<file path="config.mk">
export PLATFORM = sky130hd
export DESIGN_NAME = elelock_ctrl
export DESIGN_NICKNAME = d
export VERILOG_FILES = /design/src/rtl/elelock_ctrl.sv
export SDC_FILE = /design/constraint.sdc
export NUM_CORES = 1
export LEC_CHECK = 0
export ABC_CLOCK_PERIOD_IN_PS = 5400
export CORE_MARGIN = 8
export CORE_UTILIZATION = 45
export DETAILED_ROUTE_END_ITERATION = 7
export GPL_TIMING_DRIVEN = 0
export PLACE_DENSITY = 0.74
export SLEW_MARGIN = 25
export SYNTH_ARGS = -nofsm -noshare
export SYNTH_HDL_FRONTEND = slang
export SYNTH_SLANG_ARGS = --single-unit
</file>
<file path="constraint.sdc">
create_clock -name clk -period 5.4 [get_ports clk]
set_input_delay 0.81 -clock clk [delete_from_list [all_inputs] [get_ports clk]]
set_output_delay 0.81 -clock clk [all_outputs]
set_load 0.01 [all_outputs]
</file>
<file path="src/rtl/elelock_ctrl.sv">
// Electronic lock sequencer: press-qualified multi-digit BCD entry, code check, timed lockout.
// Define ELELOCK_PROG_EN to make the secret a register that can be reprogrammed while OPEN.
module elelock_ctrl #(
    parameter int                  DIGITS      = 4,
    parameter logic [DIGITS*4-1:0] SECRET      = 16'h1234,
    parameter int                  MAX_FAIL    = 3,
    parameter int                  LOCKOUT_CYC = 1000
) (
    input  logic       clk,
    input  logic       reset,
    input  logic [9:0] tenkey,
    input  logic       close,
    output logic       lock,
    output logic       alarm,
    output logic [2:0] digit_cnt
);

    localparam int         CW       = DIGITS * 4;
    localparam int         FW       = $clog2(MAX_FAIL + 1);
    localparam int         TW       = $clog2(LOCKOUT_CYC + 1);
    localparam logic [2:0] LAST_CNT = 3'(DIGITS - 1);

    typedef enum logic [1:0] {LOCKED, CHECK, OPEN, LOCKOUT} state_t;

    state_t        state;
    logic [9:0]    hist;
    logic [CW-1:0] entry;
    logic [CW-1:0] entry_next;
    logic [CW-1:0] secret;
    logic [FW-1:0] fails;
    logic [TW-1:0] timer;
    logic          press;
    logic [3:0]    digit;

    always_comb begin
        digit = '0;
        for (int i = 0; i < 10; i++) begin
            if (tenkey[i]) digit = 4'(i);
        end
    end

    // A press needs a clean one-hot pattern after an all-released sample.
    assign press = (hist == '0) && $onehot(tenkey);

    always_comb begin
        entry_next      = entry << 4;
        entry_next[3:0] = digit;
    end

`ifndef ELELOCK_PROG_EN
    assign secret = SECRET;
`endif

    // NOTE: all state here uses non-blocking assignments so every register
    // samples the pre-edge values, regardless of statement order.
    always_ff @(posedge clk or posedge reset) begin
        if (reset) begin
            state     <= LOCKED;
            lock      <= 1'b1;
            alarm     <= 1'b0;
            digit_cnt <= '0;
            fails     <= '0;
            entry     <= '0;
            hist      <= '0;
            timer     <= '0;
`ifdef ELELOCK_PROG_EN
            secret    <= SECRET;
`endif
        end else begin
            hist <= tenkey;
            case (state)
                LOCKED: begin
                    if (close) begin
                        entry     <= '0;
                        digit_cnt <= '0;
                    end else if (press) begin
                        entry     <= entry_next;
                        digit_cnt <= digit_cnt + 3'd1;
                        if (digit_cnt == LAST_CNT) state <= CHECK;
                    end
                end
                CHECK: begin
                    entry     <= '0;
                    digit_cnt <= '0;
                    if (entry == secret) begin
                        state <= OPEN;
                        lock  <= 1'b0;
                        fails <= '0;
                    end else if (fails == FW'(MAX_FAIL - 1)) begin
                        state <= LOCKOUT;
                        alarm <= 1'b1;
                        fails <= FW'(MAX_FAIL);
                        timer <= TW'(LOCKOUT_CYC);
                    end else begin
                        state <= LOCKED;
                        fails <= fails + FW'(1);
                    end
                end
                OPEN: begin
                    if (close) begin
                        state     <= LOCKED;
                        lock      <= 1'b1;
                        entry     <= '0;
                        digit_cnt <= '0;
                    end
`ifdef ELELOCK_PROG_EN
                    else if (press) begin
                        if (digit_cnt == LAST_CNT) begin
                            secret    <= entry_next;
                            entry     <= '0;
                            digit_cnt <= '0;
                        end else begin
                            entry     <= entry_next;
                            digit_cnt <= digit_cnt + 3'd1;
                        end
                    end
`endif
                end
                LOCKOUT: begin
                    timer <= timer - TW'(1);
                    if (timer == TW'(1)) begin
                        state <= LOCKED;
                        alarm <= 1'b0;
                        fails <= '0;
                    end
                end
                default: state <= LOCKED;
            endcase
        end
    end

endmodule

</file>
==> metrics <==
Crit. End Element=flip-flop; area leader, netlist=dfrtp_1; vias in the first global route=1,681; total gr overflow=0; largest fanout on the critical path=10; Post-DRT Antenna Nets=0; final setup fails=0; worst slew pin tran=0.564 ns; Switch Pwr=157 uW; CP Data Required Time=5.59 ns; worst min-delay path category=reg -> reg; clk root buf=clkbuf_8; adder-cell share of the synthesized area=0.118; DRT Pass-1 Iters=4; Avg Cell Area, Syn=11.2 um^2; HPWL after detailed placement=3300 um; CTS Sinks=45; all-layer global routing usage=0.127; Num CTS Buffers=5; Layout Cells excl Fill=301; largest net degree at the start of global routing=26; nets@finish=261; RePlAce Congestion=0.808; most repeated cell in the gate-level netlist after synthesis=dfrtp_1; first-pass GRT wire length=7510 um; number of remaining DRC errors=0; clock latency on the worst-skew pair=0.30 ns; Cell Area, Synth=0.00229 mm^2; Placeable Area=0.00501 mm^2; Seq pwr share=0.532; Max transition margin=0.623; layout cells sized above 1=0.0823; Slew Viols, Final=0; syn nets=236; effective utilization at floorplan=0.457; crit path DAT=5.36 ns; Post-synth EDFFs=0; most frequent cells after synthesis=44 x dfrtp_1, 20 x inv_1, 18 x nand2_1; die area=0.00763 mm^2; Top FF cell, synth=dfrtp_1; CP Class=in -> reg; placed insts=293; Ys Warns=0; # IOs=18; Clk pwr share=0.355; Distinct cells, synth=42; ys async rst share=1.00; Synth Area in Compound Gates=0.169; final hold vios=0; register bit total from synthesis=45; Antenna diodes=0; Post-Place Worst Slack=-0.128 ns; post-CTS setup buffers=0; internal power=494 uW; routed len/inst=14.4 um; XOR/XNOR share of the synthesized area=0.0230; Worst Slack Setup Final=0.238 ns; Power Density=244 mW/mm^2; H-Tree Depth=2; final core utilization=0.533; initial antenna violation count=0; combinational share of power=0.113; PostCTS Resize Cnt=0; max_cap viols=0; initial DRC count=77; clock buffer depth=2; Routed WL=4320 um; fmax=194 MHz; Die X=87.3 um; period utilization=0.956; register area share after synthesis=0.492; Chip Height=87.3 um; IO buf count=17; P&R area growth vs syn=16.6%; Lkg Pwr=1.17 nW; crit path launch type=primary input; status=completed; Clock Pin Slew Worst Setup and Hold Paths=0.08 ns; worst clock skew=0.00421 ns; multiplexer share of the synthesized area=0.0131; top-area cell type share of the netlist area=0.481; simple logic cell fraction of the synthesized area=0.144; switching part of the total power=0.241; top cells by area, synth=dfrtp_1 48%, ha_1 6.6%, fa_1 5.2%, a22o_1 5.0%, inv_1 3.3%; RSZ-0062 raised after global routing=no; DR vias/cell=5.26; largest family of logic cells by synthesized area=compound AO/OA/AOI/OAI gates; Max VDD drop=212 uV; CTS tree=yes; total vias in the final route=1,582; cts hold-fix bufs=0; Cell Rows=26; Synth Instances=205; minimum clock period=5.16 ns; final hold slack=0.485 ns
final timing paths:
kind,depth (start not counted),slack [ns],end,start
max in group asynchronous,3,4.07,hist[3],reset
hold / removal,1,0.48,alarm,alarm
setup / recovery,15,0.24,entry[15],tenkey[7]
hold reg to reg,1,0.48,alarm,alarm
setup reg to reg,5,3.03,timer[8],entry[8]
min in group asynchronous,2,0.85,entry[4],reset
registers in the layout (all words and copies together), names as in the netlist:
name       cells
hist          10
digit_cnt      3
lock           1
fails          2
timer         10
alarm          1
entry         16
state          2
metrics by stage:
| step | instance area [um^2] | total power [mW] | setup TNS (ns) |
|---|---|---|---|
| after floorplan | 2290 | 0.395 | 0 |
| after global placement | 2550 | 0.420 | -0.632 |
| after detailed placement | 2570 | 0.427 | -0.592 |
| after CTS | 2670 | 0.660 | 0 |
| after global routing | 2670 | 0.683 | 0 |
| final | 2670 | 0.651 | 0 |
power by group through the flow:
stage | logic [mW] | clock network, mW | registers, mW
detailed placement | 0.0744 | 0 | 0.353
floorplan | 0.0433 | 0 | 0.352
global placement | 0.0672 | 0 | 0.353
CTS | 0.0747 | 0.239 | 0.346
global route | 0.0838 | 0.252 | 0.347
finish | 0.0733 | 0.231 | 0.346
cell type report:
class,instances,area (um^2)
multi-input cells,135,1070
repair buffers,18,190
clock buffers,7,96.3
plain buffers,5,18.8
well taps,70,87.6
fillers,488,2340
flip-flops and latches,45,1130
inverters,20,75.1
clock inverters,1,5.00
cells in the final DEF (no fill, tap or decap), types with 5 or more instances in the layout:
cell type        netlist  layout
ha_1                  12      12
nor2_1                12      12
xor2_1                 6       6
nor4_1                 5       5
clkbuf_8               0       7
a22o_1                13      13
dfrtp_1               44      44
nand2_1               18      18
o21ai_0               13      13
fa_1                   6       6
clkdlybuf4s50_1        0      17
inv_1                 20      19
critical path: stages:
cell             delay [ns]
clkdlybuf4s50_1        0.58
fa_1                   0.47
fa_1                   0.49
inv_1                  0.05
fa_1                   0.42
inv_1                  0.06
ha_1                   0.16
inv_1                  0.06
fa_1                   0.38
a2111oi_1              0.42
o2111ai_1              0.26
a311o_1                0.39
clkbuf_1               0.22
buf_1                  0.27
a22o_2                 0.31
kinds of logic (layout without fill, tap and decap cells):
family	Yosys count	after routing
compound gates	48	48
xor+xnor	6	6
fa+ha+maj	18	18
buf+inv	25	51
flops	45	45
mux	3	3
simple gates	60	60
routing by layer:
layer	part of all wire	up-vias	GRT usage
met5	0	-	0
met2	0.48	22	0.204
met1	0.47	782	0.155
met4	0.016	0	0.0531
li1	-	773	-
met3	0.032	5	0.0358
(Power assumes the default switching activity.)
